--- src/rtl/mem_lock_arbiter.sv ---
// rtl/mem_lock_arbiter.sv - round-robin arbiter for the shared memory port and a hardware lock table
module mem_lock_arbiter #(
  parameter int C  = 8,
  parameter int AW = 16,
  parameter int DW = 16,
  parameter int NL = 16,
  parameter int LW = $clog2(NL)
) (
  input  logic          clk,
  input  logic          reset,
  input  logic [C-1:0]  main_mem_read_request,
  input  logic [C-1:0]  main_mem_write_request,
  input  logic [AW-1:0] main_mem_read_adr  [C],
  input  logic [AW-1:0] main_mem_write_adr [C],
  input  logic [DW-1:0] main_mem_write_dat [C],
  output logic [C-1:0]  main_mem_ac,
  output logic [AW-1:0] mem_adr,
  output logic [DW-1:0] mem_wdat,
  output logic          mem_we,
  output logic          mem_re,
  input  logic [LW-1:0] lock_adr [C],
  input  logic [C-1:0]  lock_en,
  input  logic [C-1:0]  unlock_en,
  output logic [C-1:0]  lock_ac,
  output logic [NL-1:0] lock_held,
  output logic          lock_err
);

  localparam int CW = (C > 1) ? $clog2(C) : 1;
  localparam logic [CW:0] C_EXT = (CW+1)'(C);

  // (a + b) mod C for core indices, valid for any C
  function automatic logic [CW-1:0] wrap_add(input logic [CW-1:0] a, input logic [CW-1:0] b);
    logic [CW:0] s;
    s = {1'b0, a} + {1'b0, b};
    if (s >= C_EXT) s = s - C_EXT;
    return s[CW-1:0];
  endfunction

  // First eligible core scanning upward from ptr; result is {found, index}
  function automatic logic [CW:0] rr_pick(input logic [C-1:0] elig, input logic [CW-1:0] ptr);
    logic [CW:0]   r;
    logic [CW-1:0] idx;
    r = '0;
    for (int k = C - 1; k >= 0; k--) begin
      idx = wrap_add(ptr, CW'(k));
      if (elig[idx]) r = {1'b1, idx};
    end
    return r;
  endfunction

  logic [C-1:0]  mem_ac_q, mem_ac_d;
  logic [AW-1:0] mem_adr_q, mem_adr_d;
  logic [DW-1:0] mem_wdat_q, mem_wdat_d;
  logic          mem_we_q, mem_we_d, mem_re_q, mem_re_d;
  logic [CW-1:0] mem_ptr_q, mem_ptr_d;
  logic [C-1:0]  lock_ac_q, lock_ac_d;
  logic [CW-1:0] lock_ptr_q, lock_ptr_d;
  logic [NL-1:0] held_q, held_d;
  logic [CW-1:0] owner_q [NL];
  logic [CW-1:0] owner_d [NL];
  logic          lock_err_q, lock_err_d;

  logic [C-1:0]  mem_elig, lk_elig;
  logic [CW:0]   mem_sel, lk_sel;
  logic [CW-1:0] mem_win, lk_win;
  logic [LW-1:0] lk_a;

  // A core just acked is masked so a not-yet-dropped request is not granted twice
  assign mem_elig = (main_mem_read_request | main_mem_write_request) & ~mem_ac_q;
  assign mem_sel  = rr_pick(mem_elig, mem_ptr_q);
  assign mem_win  = mem_sel[CW-1:0];

  // Memory grant: writes take priority over a simultaneous read from the same core
  always_comb begin
    mem_ac_d   = '0;
    mem_adr_d  = mem_adr_q;
    mem_wdat_d = mem_wdat_q;
    mem_we_d   = 1'b0;
    mem_re_d   = 1'b0;
    mem_ptr_d  = mem_ptr_q;
    if (mem_sel[CW]) begin
      mem_ac_d[mem_win] = 1'b1;
      mem_ptr_d         = wrap_add(mem_win, CW'(1));
      if (main_mem_write_request[mem_win]) begin
        mem_we_d   = 1'b1;
        mem_adr_d  = main_mem_write_adr[mem_win];
        mem_wdat_d = main_mem_write_dat[mem_win];
      end else begin
        mem_re_d  = 1'b1;
        mem_adr_d = main_mem_read_adr[mem_win];
      end
    end
  end

  // Lock eligibility: unlocks always proceed, acquires only if the entry is free or already ours
  always_comb begin
    lk_elig = '0;
    for (int i = 0; i < C; i++) begin
      lk_elig[i] = ~lock_ac_q[i] & (unlock_en[i] |
                   (lock_en[i] & (~held_q[lock_adr[i]] | (owner_q[lock_adr[i]] == CW'(i)))));
    end
  end

  assign lk_sel = rr_pick(lk_elig, lock_ptr_q);
  assign lk_win = lk_sel[CW-1:0];
  assign lk_a   = lock_adr[lk_win];

  // Lock table update for the granted operation; bad unlocks are acked but flagged
  always_comb begin
    held_d     = held_q;
    owner_d    = owner_q;
    lock_err_d = lock_err_q;
    lock_ac_d  = '0;
    lock_ptr_d = lock_ptr_q;
    if (lk_sel[CW]) begin
      lock_ac_d[lk_win] = 1'b1;
      lock_ptr_d        = wrap_add(lk_win, CW'(1));
      if (unlock_en[lk_win]) begin
        if (held_q[lk_a] && (owner_q[lk_a] == lk_win)) held_d[lk_a] = 1'b0;
        else lock_err_d = 1'b1;
      end else if (!held_q[lk_a]) begin
        held_d[lk_a]  = 1'b1;
        owner_d[lk_a] = lk_win;
      end
    end
  end

  // State register; reset drops any in-flight grant and releases every lock
  always_ff @(posedge clk or posedge reset) begin
    if (reset) begin
      mem_ac_q   <= '0;
      mem_adr_q  <= '0;
      mem_wdat_q <= '0;
      mem_we_q   <= 1'b0;
      mem_re_q   <= 1'b0;
      mem_ptr_q  <= '0;
      lock_ac_q  <= '0;
      lock_ptr_q <= '0;
      held_q     <= '0;
      owner_q    <= '{default: '0};
      lock_err_q <= 1'b0;
    end else begin
      mem_ac_q   <= mem_ac_d;
      mem_adr_q  <= mem_adr_d;
      mem_wdat_q <= mem_wdat_d;
      mem_we_q   <= mem_we_d;
      mem_re_q   <= mem_re_d;
      mem_ptr_q  <= mem_ptr_d;
      lock_ac_q  <= lock_ac_d;
      lock_ptr_q <= lock_ptr_d;
      held_q     <= held_d;
      owner_q    <= owner_d;
      lock_err_q <= lock_err_d;
    end
  end

  assign main_mem_ac = mem_ac_q;
  assign mem_adr     = mem_adr_q;
  assign mem_wdat    = mem_wdat_q;
  assign mem_we      = mem_we_q;
  assign mem_re      = mem_re_q;
  assign lock_ac     = lock_ac_q;
  assign lock_held   = held_q;
  assign lock_err    = lock_err_q;

endmodule

--- config.mk ---
export PLATFORM = sky130hd
export DESIGN_NAME = mem_lock_arbiter
export DESIGN_NICKNAME = d
export VERILOG_FILES = /design/src/rtl/mem_lock_arbiter.sv
export SDC_FILE = /design/constraint.sdc
export NUM_CORES = 1
export LEC_CHECK = 0
export BUFFER_PORTS_ARGS = -buffer_cell sky130_fd_sc_hd__buf_2
export CAP_MARGIN = 10
export CORE_AREA = 4 4 201 203
export DETAILED_ROUTE_END_ITERATION = 16
export DIE_AREA = 0 0 205 207
export PLACE_DENSITY = 0.67
export SYNTH_ARGS = -nofsm -noshare
export SYNTH_HDL_FRONTEND = slang
export SYNTH_SLANG_ARGS = --single-unit
--- constraint.sdc ---
create_clock -name clk -period 9.95 [get_ports clk]
set_input_delay 0.995 -clock clk [delete_from_list [all_inputs] [get_ports clk]]
set_output_delay 0.995 -clock clk [all_outputs]
set_load 0.01 [all_outputs]
# Word-level counts from Yosys, hierarchy flattened
# Cells that the tools add are included.
# classes
n_div,0
shifts,0
n_reduce_logical,10
n_mul,0
n_lt_le_gt_ge,60
n_mux,146
eq_ne,10
bitwise,68
add_sub_neg,34
# ops
cell,count
two-way mux 16 bit,10
binary-select mux 16 bit (select 3 bit),3
two-way mux 3 bit,37
binary-select mux 3 bit (select 4 bit),9
">= comparator 4 bit, second input constant",18
"less-than comparator 3 x 4 -> 1 bit, second input constant",18
two-way mux 4 bit,18
binary-select mux 1 bit (select 3 bit),18
"subtractor 3 x 1 -> 3 bit, second input constant",18
bitwise mux 48 bit,1
">= comparator 5 bit, second input constant",9
"less-than comparator 4 x 5 -> 1 bit, second input constant",9
NOT 4 -> 5 bit,9
binary-select mux 1 bit (select 4 bit),9
two-way mux 1 bit,34
"adder 3 x 3 -> 4 bit, second input constant",8
NOT 1 bit,19
"adder 3 x 1 -> 4 bit, second input constant",4
"adder 3 x 2 -> 4 bit, second input constant",4
bitwise AND 1 bit,16
bitwise AND 16 bit,1
two-way mux 8 bit,2
NOT 16 bit,1
OR 1 bit,16
other kinds (23),37
# totals
mem_count,0
romBits,0
wordCells,354
reg_bits,121
latchBits,0
output_inout_bits,67
inputBits,450
ram_bits,0

# Longest topological paths before layout
# depth
depth_word,31
mapped_depth,28
mapped_depth_nobuf,20

# Worst setup path after synthesis
# Ideal clock, no wire load.
# synth_path
kind,input port to flip-flop
startpoint,input port lock_adr[24] in the netlist's numbering
endpoint,register owner_q[25] in the netlist's numbering
required_time_ns,9.825
arrival_ns,6.128
stages,25
setup_ns,0.125
path_slack_ns,3.697
n_path_buf,7
path_cell_list,buf_2 > buf_2 > o311ai_0 > a31oi_1 > nor4_1 > nand2_1 > o211a_1 > a311oi_1 > o211ai_1 > a211oi_1 > a211o_1 > buf_4 > nor4b_1 > a211oi_2 > or2_1 > buf_2 > buf_6 > a211oi_2 > o32ai_1 > or3_1 > nand3b_4 > buf_6 > or3_1 > buf_2 > mux2_4
# synth_between
elab_chain_len,29
word_cells_on_any_way,54
classes_between,2 x order compare; 1 x eq/ne; 39 x mux; 10 x bitwise; 2 x reduce/logical
# synth_rtl
element,line_no,text
start: declaration,21,"input logic [LW-1:0] lock_adr [C],"
NOT 4 -> 5 bit (not written as such),101,(lock_en[i] & (~held_q[lock_adr[i]] | (owner_q[lock_adr[i]] == CW'(i)))));
binary-select mux 3 bit (select 4 bit),101,
two-way mux 3 bit (not written as such) (2 in series),101,
== test 3 x 1 -> 1 bit,101,
OR 1 bit,101,
bitwise AND 1 bit,101,
OR 1 bit,100,lk_elig[i] = ~lock_ac_q[i] & (unlock_en[i] |
bitwise AND 1 bit,100,
[11 not listed],--,
binary-select mux 4 bit (select 3 bit),107,assign lk_a = lock_adr[lk_win];
two-way mux 4 bit (not written as such) (2 in series),107,
NOT 4 -> 5 bit (not written as such),124,owner_d[lk_a] = lk_win;
>= comparator 5 bit (not written as such) / less-than comparator 5 x 1 -> 1 bit (equally long branches),124,
logical AND 1 bit (not written as such),124,
two-way mux 3 bit (not written as such),124,
demux 3 bit (select 4 bit),124,
bitwise mux 48 bit,124,
end signal: assignment,153,owner_q <= owner_d;
end: declaration,60,logic [CW-1:0] owner_q [NL];
# Parallel ways exist; a longest one is shown, timed or not. The select of a mux whose other input is x is not followed.
# A chain may end at the register's enable or synchronous reset.

# Worst setup path after layout
# layout_path
startpoint,input port lock_adr[9] in the netlist's numbering
endpoint,register owner_q[1] in the netlist's numbering
# layout_between
elab_chain_len,29
word_cells_on_any_way,54
classes_between,2 x order compare; 1 x eq/ne; 39 x mux; 10 x bitwise; 2 x reduce/logical
# layout_rtl
element,line_no
NOT 4 -> 5 bit (not written as such),101
binary-select mux 3 bit (select 4 bit),101
two-way mux 3 bit (not written as such) (2 in series),101
== test 3 bit,101
OR 1 bit,101
bitwise AND 1 bit,101
OR 1 bit,100
bitwise AND 1 bit,100
[11 not listed],--
binary-select mux 4 bit (select 3 bit),107
two-way mux 4 bit (not written as such) (2 in series),107
NOT 4 -> 5 bit (not written as such),124
>= comparator 5 bit (not written as such) / less-than comparator 5 x 1 -> 1 bit (equally long branches),124
logical AND 1 bit (not written as such),124
two-way mux 3 bit (not written as such),124
demux 3 bit (select 4 bit),124
bitwise mux 48 bit,124
# Parallel ways exist; a longest one is shown, timed or not. The select of a mux whose other input is x is not followed.

==> results.sh <==
export IMPL_run_status="completed"
export IMPL_routed_via_count=18103
export IMPL_route_antenna_remaining_nets=0
export IMPL_crit_type="in2reg"
export IMPL_avgRoutedWirePerCell_um=28.0
export IMPL_dpl_cell_count=2840
export IMPL_critPathMostFrequentCell="sky130_fd_sc_hd__or3_1"
export IMPL_postSynthNetCount=2438
export IMPL_finalNetCount=2797
export IMPL_cts_root_buffer_cell="sky130_fd_sc_hd__clkbuf_16"
export IMPL_ys_seq_area_share_pct=21.3
export IMPL_crit_start="lock_adr[9]"
export IMPL_place_gp_congestion=1.07
export IMPL_cts_max_level=4
export IMPL_final_core_utilization_pct=45.3
export IMPL_timing_hold_worst_path_depth=2
export IMPL_postRouteWirelength_um=80600
export IMPL_numCtsBuffers=17
export IMPL_fmax_mhz=117
export IMPL_worstPathRequired_ns=10.26
export IMPL_post_dp_hpwl_um=63000
export IMPL_timing_setup_tns_ns=0
export IMPL_timing_reg2reg_setup_slack_ns=1.73
export IMPL_final_setup_viols=0
export IMPL_ys_warnings_count=0
export IMPL_path_depth=22
export IMPL_synth_enable_flop_cells=0
export IMPL_route_detailed_vias_per_inst=6.29
export IMPL_crit_path_cell_trace="buf_2 -> nor3b_1 -> nand3_1 -> o32ai_1 -> nor4_2 -> and2_1 -> mux4_2 -> mux2_2 -> or3_1 -> a221o_1 -> a41oi_4 -> inv_2 -> a211oi_2 -> or2_1 -> buf_4 -> o21ai_0 -> o21ai_0 -> o32ai_1 -> or3_1 -> nand3b_4 -> or3_1 -> mux2_1"
export IMPL_portBuffers=516
export IMPL_grt_pass1_wl_um=115000
export IMPL_max_slew_margin_rel_pct=15.2
export IMPL_min_period_ns=8.52
export IMPL_cap_violations=0
export IMPL_synth_async_sr_flop_share_pct=100
export IMPL_synth_common_cells="sky130_fd_sc_hd__nand2_1 (448), sky130_fd_sc_hd__nor2_1 (123), sky130_fd_sc_hd__dfrtp_1 (121)"
export IMPL_remaining_drc_errors=0
export IMPL_die_area_mm2=0.0424
export IMPL_synth_lib_cells_used_distinct=89
export IMPL_core_area_mm2=0.0385
export IMPL_die_x_um=205
export IMPL_crit_path_end="owner_q[1]$_DFFE_PP0P_"
export IMPL_largest_net_degree_at_the_start_of_global_routing=168
export IMPL_slew_violations=0
export IMPL_post_cts_setup_buffer_count=0
export IMPL_unrepaired_setup_endpoints_after_global_routing="no"
export IMPL_clock_latency_ns=0.43
export IMPL_initial_antenna_violation_count=13
export IMPL_regToRegEndpoint="owner_q[1]$_DFFE_PP0P_"
export IMPL_worst_hold_path_type="reg2reg"
export IMPL_boundaryPins=517
export IMPL_tritoncts_num_sinks=121
export IMPL_layout_area_seq_mm2=0.00303
export IMPL_layout_drive_gt1_share_pct=27.6
export IMPL_cpPeakStageDelay_ns=0.78
export IMPL_global_route_usage_total_pct=36.0
export IMPL_critical_path_slowest_cell="sky130_fd_sc_hd__a211oi_2"
export IMPL_initial_core_util_pct=36.9
export IMPL_synth_seq_cells=121
export IMPL_worst_r2r_path_depth=21
export IMPL_ctsLongestPathBuffers=2
export IMPL_clock_tree_from_tritoncts="done"
export IMPL_worstPathBufferInverterCount=3
export IMPL_synth_area_leaders="sky130_fd_sc_hd__dfrtp_1 (21%), sky130_fd_sc_hd__nand2_1 (12%), sky130_fd_sc_hd__mux2i_1 (4.8%), sky130_fd_sc_hd__and3_1 (3.9%), sky130_fd_sc_hd__a311oi_1 (3.3%)"
export IMPL_syn_inst_count=1982
export IMPL_layout_worst_path_cycle_share_pct=85.6
export IMPL_finalHoldViolations=0
export IMPL_worst_path_max_fanout=18
export IMPL_via_count_of_the_first_global_routing_pass=17380
export IMPL_holdBufCountCts=0
export IMPL_mappedNetlistArea_mm2=0.0142
export IMPL_critical_path_arrival_ns=8.83
export IMPL_crit_path_start_kind="input pin"
export IMPL_clkSlewWorstSetupHoldPaths_ns=0.07
export IMPL_global_route_congestion_overflow_total=0
export IMPL_post_synth_top_area_cell="sky130_fd_sc_hd__dfrtp_1"
export IMPL_dr_pass1_iters=6
export IMPL_synthDominantCellAreaShare_pct=21.3
export IMPL_first_iter_violations=2024
export IMPL_final_cell_count_no_fill=2880
export IMPL_nFillCells=3986
export IMPL_fin_worst_skew_ns=0.0149
export IMPL_synth_ff_type="sky130_fd_sc_hd__dfrtp_1"
export IMPL_yosysMostFrequentCell="sky130_fd_sc_hd__nand2_1"
export IMPL_cts_resized=0
export IMPL_multiInputGateArea_mm2=0.0101
export IMPL_endpoint_kind="flop"
export IMPL_floorplan_rows=72
export IMPL_worst_slew_pin_slew_ns=1.26
export IMPL_die_y_um=207
export IMPL_area_growth_synth_to_final_pct=22.8
export IMPL_syn_avg_cell_area_um2=7.16
export IMPL_path_delay_family="compound AO/OA/AOI/OAI gates"
[cell usage in the layout (no fill, tap or decap), types with 7 or more instances in the layout]
cell                        instances
sky130_fd_sc_hd__buf_2            516
sky130_fd_sc_hd__nand2_1          448
sky130_fd_sc_hd__nor2_1           122
sky130_fd_sc_hd__dfrtp_1          121
sky130_fd_sc_hd__and3_1            89
sky130_fd_sc_hd__a21oi_1           74
sky130_fd_sc_hd__mux2i_1           68
sky130_fd_sc_hd__a31oi_1           62
sky130_fd_sc_hd__inv_1             57
sky130_fd_sc_hd__a311oi_1          54
sky130_fd_sc_hd__o21ai_0           49
sky130_fd_sc_hd__a211oi_1          42
sky130_fd_sc_hd__nor3_1            41
sky130_fd_sc_hd__o211ai_1          39
sky130_fd_sc_hd__nand3_1           38
sky130_fd_sc_hd__nor3b_1           35
sky130_fd_sc_hd__mux2_1            31
sky130_fd_sc_hd__or3_1             26
sky130_fd_sc_hd__buf_4             24
sky130_fd_sc_hd__o311ai_0          23
sky130_fd_sc_hd__nand3b_1          21
sky130_fd_sc_hd__nor2b_1           20
sky130_fd_sc_hd__mux2_2            18
sky130_fd_sc_hd__clkbuf_16         17
sky130_fd_sc_hd__o31ai_1           16
sky130_fd_sc_hd__and2_1            15
sky130_fd_sc_hd__o22ai_1           14
sky130_fd_sc_hd__nand2b_1          13
sky130_fd_sc_hd__and3b_1           12
sky130_fd_sc_hd__a311o_1           12
sky130_fd_sc_hd__o221ai_1          11
sky130_fd_sc_hd__mux4_2            11
sky130_fd_sc_hd__o2111ai_1         10
sky130_fd_sc_hd__nand4_1           10
sky130_fd_sc_hd__o21bai_1          10
sky130_fd_sc_hd__nor4_1             9
sky130_fd_sc_hd__o32ai_1            9
sky130_fd_sc_hd__diode_2            8
sky130_fd_sc_hd__xnor2_1            8
sky130_fd_sc_hd__inv_2              7
[kinds of logic after synthesis]
kind of cell               synth area share (%)
AOI/OAI and AO/OA                          26.8
xor gates and xnor gates                  0.740
adders and majority gates                 0.529
buffers and inverters                      8.04
DFF                                        21.3
muxes                                      10.8
and+or+nand+nor                            31.7
[per-layer routing]
metal  routed length (um)  GRT usage (%)  vias to the layer above
li1                     -              -                     8011
met1                30900           46.3                     8639
met2                35900           55.4                     1199
met3                 9100           10.4                      248
met4                 4600           17.4                        6
met5                   34              0                        -
[worst min-delay path by stage]
stage / slack [ns] / end / startpoint
finish: 0.48 / mem_adr[2]$_DFFE_PP0P_ / mem_adr[2]$_DFFE_PP0P_
global route: 0.51 / lock_err$_DFFE_PP0P_ / lock_err$_DFFE_PP0P_
CTS: 0.48 / mem_adr[5]$_DFFE_PP0P_ / mem_adr[5]$_DFFE_PP0P_
detailed placement: 0.47 / mem_adr[2]$_DFFE_PP0P_ / mem_adr[2]$_DFFE_PP0P_
global placement: 0.46 / lock_err$_DFFE_PP0P_ / lock_err$_DFFE_PP0P_
floorplan: 0.51 / lock_err$_DFFE_PP0P_ / lock_err$_DFFE_PP0P_
[stage by stage]
| step | instance area [um^2] | hold WS (ns) | worst slack [ns] |
|---|---|---|---|
| finish | 17400 | 0.483 | 1.43 |
| global route | 17400 | 0.506 | 1.28 |
| CTS | 17400 | 0.485 | 1.95 |
| detailed placement | 16800 | 0.471 | 1.54 |
| global placement | 16800 | 0.461 | 1.64 |
| floorplan | 14200 | 0.513 | 3.70 |
[area by class of cell]
cell class / count / share of cell area (%)
antenna: 8 / 0.115
clock buffer: 19 / 2.60
clock inverter: 13 / 0.904
inverter: 66 / 1.44
multi-input combinational: 1594 / 57.9
sequential: 121 / 17.4
tap: 518 / 3.72
timing repair buffer: 541 / 16.0
[worst reg2reg max path: cells and delay by family, from the launching register on]
kind / cells / cell delay (ns)
AND/OR/NAND/NOR: 7 / 2.59
buffers and inverters: 3 / 0.93
multiplexers: 1 / 0.36
flip-flops: 1 / 0.61
AO/OA/AOI/OAI: 10 / 3.59
Power is not shown: default switching activity piles up to over one toggle a cycle in this logic, so the estimate is an artifact.
